===== config.mk =====
export PLATFORM = sky130hd
export DESIGN_NAME = counter_ctrl_arb
export DESIGN_NICKNAME = d
export VERILOG_FILES = /design/src/rtl/ctrl_pkg.sv /design/src/rtl/rr_arb2.sv /design/src/rtl/counter_ctrl_arb.sv
export SDC_FILE = /design/constraint.sdc
export NUM_CORES = 1
export LEC_CHECK = 0
export CAP_MARGIN = 40
export CORE_MARGIN = 1.5
export CORE_UTILIZATION = 30
export CTS_CLUSTER_SIZE = 14
export DETAILED_ROUTE_END_ITERATION = 16
export RECOVER_POWER = 100
export SLEW_MARGIN = 20
export SYNTH_ARGS = -nofsm -noshare
export SYNTH_HDL_FRONTEND = slang
export SYNTH_HIERARCHICAL = 1
export SYNTH_SLANG_ARGS = --single-unit

===== constraint.sdc =====
create_clock -name clk -period 5.02 [get_ports clk]
set_input_delay 1.004 -clock clk [delete_from_list [all_inputs] [get_ports clk]]
set_output_delay 1.004 -clock clk [all_outputs]
set_load 0.01 [all_outputs]

===== src/rtl/ctrl_pkg.sv =====
// Shared types and constants for the counter controller/arbiter.
// Command encodings, FSM states and response status codes.
package ctrl_pkg;

    typedef enum logic [1:0] {
        OP_NOP  = 2'b00,
        OP_LOAD = 2'b01,
        OP_UP   = 2'b10,
        OP_DOWN = 2'b11
    } op_e;

    typedef enum logic [1:0] {
        IDLE = 2'b00,
        LOAD = 2'b01,
        STEP = 2'b10,
        DONE = 2'b11
    } state_e;

    localparam logic ST_OK    = 1'b0;
    localparam logic ST_BOUND = 1'b1;

endpackage


===== src/rtl/rr_arb2.sv =====
// Two-input round-robin arbiter; bit 0 is requester A, bit 1 is requester B.
// The requester not granted last wins a tie; history moves only on accept.
module rr_arb2 (
    input  logic       clk,
    input  logic       rst,
    input  logic [1:0] req,
    input  logic       accept,
    output logic [1:0] gnt
);

    logic last_b;

    always_comb begin
        gnt = req;
        if (req == 2'b11) begin
            gnt = last_b ? 2'b01 : 2'b10;
        end
    end

    // Starting with B as last grant lets A win the first tie after reset.
    always_ff @(posedge clk) begin
        if (rst) begin
            last_b <= 1'b1;
        end else if (accept && (gnt != 2'b00)) begin
            last_b <= gnt[1];
        end
    end

endmodule


===== src/rtl/counter_ctrl_arb.sv =====
// Sequences a shared up/down counter on behalf of two requesters.
// Commands are arbitrated in IDLE and executed one at a time; the result returns on a one-cycle pulse.
module counter_ctrl_arb
    import ctrl_pkg::*;
#(
    parameter int WIDTH  = 4,
    parameter int STEP_W = 8
) (
    input  logic              clk,
    input  logic              rst,
    input  logic              a_valid,
    output logic              a_ready,
    input  logic [1:0]        a_op,
    input  logic [WIDTH-1:0]  a_data,
    input  logic [STEP_W-1:0] a_steps,
    input  logic              b_valid,
    output logic              b_ready,
    input  logic [1:0]        b_op,
    input  logic [WIDTH-1:0]  b_data,
    input  logic [STEP_W-1:0] b_steps,
    output logic              a_rsp_valid,
    output logic              b_rsp_valid,
    output logic [WIDTH-1:0]  rsp_count,
    output logic              rsp_status,
    output logic              cnt_rst_n,
    output logic              cnt_load_n,
    output logic              cnt_up_down,
    output logic              cnt_ce,
    output logic [WIDTH-1:0]  cnt_data_load,
    input  logic [WIDTH-1:0]  cnt_count_out,
    input  logic              cnt_max_count,
    input  logic              cnt_zero
);

    localparam logic [STEP_W-1:0] LAST_STEP = STEP_W'(1);

    state_e            state;
    op_e               op_q;
    logic [WIDTH-1:0]  data_q;
    logic [STEP_W-1:0] remaining;
    logic              owner_q;
    logic              status_q;

    logic [1:0]        req;
    logic [1:0]        gnt;
    logic              accept;
    op_e               sel_op;
    logic [WIDTH-1:0]  sel_data;
    logic [STEP_W-1:0] sel_steps;
    logic              bound;

    // Requests are only offered to the arbiter while idle, so ready is low elsewhere.
    assign req    = (state == IDLE && !rst) ? {b_valid, a_valid} : 2'b00;
    assign accept = |gnt;

    rr_arb2 u_arb (
        .clk    (clk),
        .rst    (rst),
        .req    (req),
        .accept (accept),
        .gnt    (gnt)
    );

    assign a_ready   = gnt[0];
    assign b_ready   = gnt[1];
    assign sel_op    = gnt[1] ? op_e'(b_op) : op_e'(a_op);
    assign sel_data  = gnt[1] ? b_data : a_data;
    assign sel_steps = gnt[1] ? b_steps : a_steps;

    // Bound is judged on the value before the edge, so the counter never wraps.
    assign bound = ((op_q == OP_UP) && cnt_max_count) || ((op_q == OP_DOWN) && cnt_zero);

    always_ff @(posedge clk) begin
        if (rst) begin
            state     <= IDLE;
            op_q      <= OP_NOP;
            data_q    <= '0;
            remaining <= '0;
            owner_q   <= 1'b0;
            status_q  <= ST_OK;
        end else begin
            case (state)
                IDLE: begin
                    if (accept) begin
                        op_q      <= sel_op;
                        data_q    <= sel_data;
                        remaining <= sel_steps;
                        owner_q   <= gnt[1];
                        status_q  <= ST_OK;
                        if (sel_op == OP_LOAD) begin
                            state <= LOAD;
                        end else if (sel_op == OP_NOP || sel_steps == '0) begin
                            state <= DONE;
                        end else begin
                            state <= STEP;
                        end
                    end
                end
                LOAD: state <= DONE;
                STEP: begin
                    if (bound) begin
                        status_q <= ST_BOUND;
                        state    <= DONE;
                    end else begin
                        remaining <= remaining - LAST_STEP;
                        if (remaining == LAST_STEP) begin
                            state <= DONE;
                        end
                    end
                end
                DONE: state <= IDLE;
            endcase
        end
    end

    assign cnt_rst_n     = ~rst;
    assign cnt_load_n    = (state != LOAD);
    assign cnt_data_load = (state == LOAD) ? data_q : '0;
    assign cnt_up_down   = (state == STEP) ? (op_q == OP_UP) : 1'b1;
    assign cnt_ce        = (state == STEP) && !bound;

    assign a_rsp_valid = (state == DONE) && !owner_q;
    assign b_rsp_valid = (state == DONE) && owner_q;
    assign rsp_count   = (state == DONE) ? cnt_count_out : '0;
    assign rsp_status  = (state == DONE) ? status_q : ST_OK;

endmodule


==> out/metrics.cfg <==
[status]
status=complete, no violations

[logic_synthesis]
synth.distinct_cells=43
synthArstFlopShare_pct=0
synth.area.top_cells=dfxtp_1, ha_1, mux2i_1
ys_seq_area_share_pct=26.6
avgSynthCellArea_um2=7.98
synth-main-ff-cell=dfxtp_1
synth-seq-cells=19
synth_nets=224
synth_edf_count=0
netlist_area_um2=1430
synth_largest_area_cell=dfxtp_1
yosys_warnings=6
yosysTopAreaCellShare_pct=26.6
netlist_instances=179

[cts]
cts_setup_buffers=0
worstSkewPairLatency_ns=0.26
cts_tree=done
cts.sinks=19
root_buffer=clkbuf_8
cts_inserted_buffers=3
cts.clk_slew.worst_paths_ns=0.07
postCtsHoldBufs=0
htree_levels=1
post_cts_resized=0
cts.path.max_buffers=2

[timing]
hold_viol=0
tightest_slew_ns=1.27
max_freq_mhz=244
period_share_pct=81.6
setup_viol=0
post-route-min-period_ns=4.09
maxSlewHeadroom_pct=15.2
maxSlewViolCount=0
fin_setup_tns_ns=0
rsz0062_at_grt=false
skew_ns=0.00628

[drt]
first_pass_iters=4
detail_route.iter0.violations=75
wire_per_inst_um=14.5
drt_wl_total_um=4100
avgViaCountPerCell=5.25
final_antenna_net_count=0
drc=0
num_vias=1487

[critical_path]
end_kind=flip-flop
crit_arrival_ns=4.29
path_buf_inv=3
cp_top_family=buffers and inverters
cpMaxStageDelayCell=clkbuf_1
path_cells=dlygate4sd3_1 > inv_1 > and3_1 > a21boi_0 > clkbuf_1 > or3b_1 > o221ai_2 > a211o_1 > a21oi_1
max_stage_delay_ns=0.97
path_class=in2reg
required_ns=5.21
startpoint_type=primary input
crit_fanout=27

[placement]
place_congestion=0.807
portBuffers=54
dp_hpwl_um=3090

[layout]
antenna_cells=0
fillers=448
layout_common_cells=clkdlybuf4s50_1, dfxtp_1, dlygate4sd3_1
layout-drive-gt1-share_pct=5.19
final_common_cell=clkdlybuf4s50_1
area_growth_pct=43.4
utilization_pct=45.7
final_nets=277

[power_and_ir_drop]
p_leak_nw=0.788
power_density_nw_per_um2=493
ir_worst_vdd_v=0.000205

[min_path]
hold_class=reg2reg

[global_routing]
grt_use_total_pct=17.2
grt_pass1_wl_um=6950
grt_max_degree=28
grt_overflow=0
antenna_found_initial=0
grt_pass1_vias=1478

[job]
drv_cap=0

[floorplan]
fp-row-count=24
fp.dieW_um=72.0
ios=55
initial_core_util_pct=31.9
die_y_um=72.0
die-area_um2=5180
core-area_um2=4470

==> path summary, 6_finish.rpt <==
path	cells past startpoint	from	to	slack, ns
min reg2reg	2	data_q[3]	data_q[3]	0.50
min	2	data_q[3]	data_q[3]	0.50
max reg2reg	9	state[0]	remaining[0]	1.51
max	9	rst	remaining[0]	0.93
==> logic make-up (layout without fill, tap and decap cells) <==
kind of cell,count (synthesis),in the layout,share of synthesized area [%]
AO/OA/AOI/OAI,59,59,29.3
adder cells (fa/ha/maj),7,7,6.13
buffers and inverters,21,73,6.66
flip-flops,19,19,26.6
multiplexers,9,9,6.57
AND/OR/NAND/NOR,64,64,24.7
==> power by group <==
part	internal, mW	switching (mW)	total (mW)
Combinational	0.288	0.354	0.642
Clock	0.0565	0.0543	0.111
Sequential	0.204	0.0529	0.257
==> cells in the mapped netlist, types with 4 or more instances <==
master,n
o211ai_1,5
a21oi_1,12
dfxtp_1,19
and3_1,4
nand2_1,9
and2_1,10
a31oi_1,5
nor2_1,13
nor2b_1,8
or4_1,4
inv_1,11
buf_2,7
a211oi_1,10
o21ai_0,5
ha_1,7
nor3_1,5
mux2i_1,8
==> registers in the layout, summed over array words and instances, names as in the netlist <==
signal        cells
remaining         8
op_q              2
owner_q           1
data_q            4
state             2
u_arb/last_b      1
status_q          1
==> cell type report <==
cell class,count,area (µm²),share of cell area (%)
well taps,52,65.1,3.18
inverters,11,41.3,2.02
flip-flops and latches,19,380,18.6
repair buffers,58,567,27.7
multi-input cells,139,948,46.3
clock buffers,4,45.0,2.20
==> layer usage <==
layer  part of all wire (%)  global-route usage [%]  vias to the layer above
met4                    1.7                    5.03                        0
li1                       -                       -                      755
met5                      0                       0                        -
met2                     44                    27.5                       41
met3                    6.5                    5.42                        8
met1                     48                    22.2                      683
==> metrics by stage <==
stage / hold slack, ns / power, mW / setup WS, ns / instances / cell area (µm²)
after floorplan: 0.462 / 0.737 / 1.92 / 179 / 1430
after global placement: 0.484 / 0.914 / 1.29 / 279 / 2010
after detailed placement: 0.490 / 0.910 / 1.29 / 279 / 2010
after CTS: 0.502 / 1.03 / 1.28 / 283 / 2060
after global routing: 0.517 / 1.11 / 0.607 / 283 / 2050
final: 0.500 / 1.01 / 0.926 / 283 / 2050
==> tightest hold or removal path: stages (launching register included) <==
cell,delay [ns]
dfxtp_1,0.31
nor2_1,0.09
a211oi_1,0.05
Note: power is estimated with default switching activity, not from simulation.
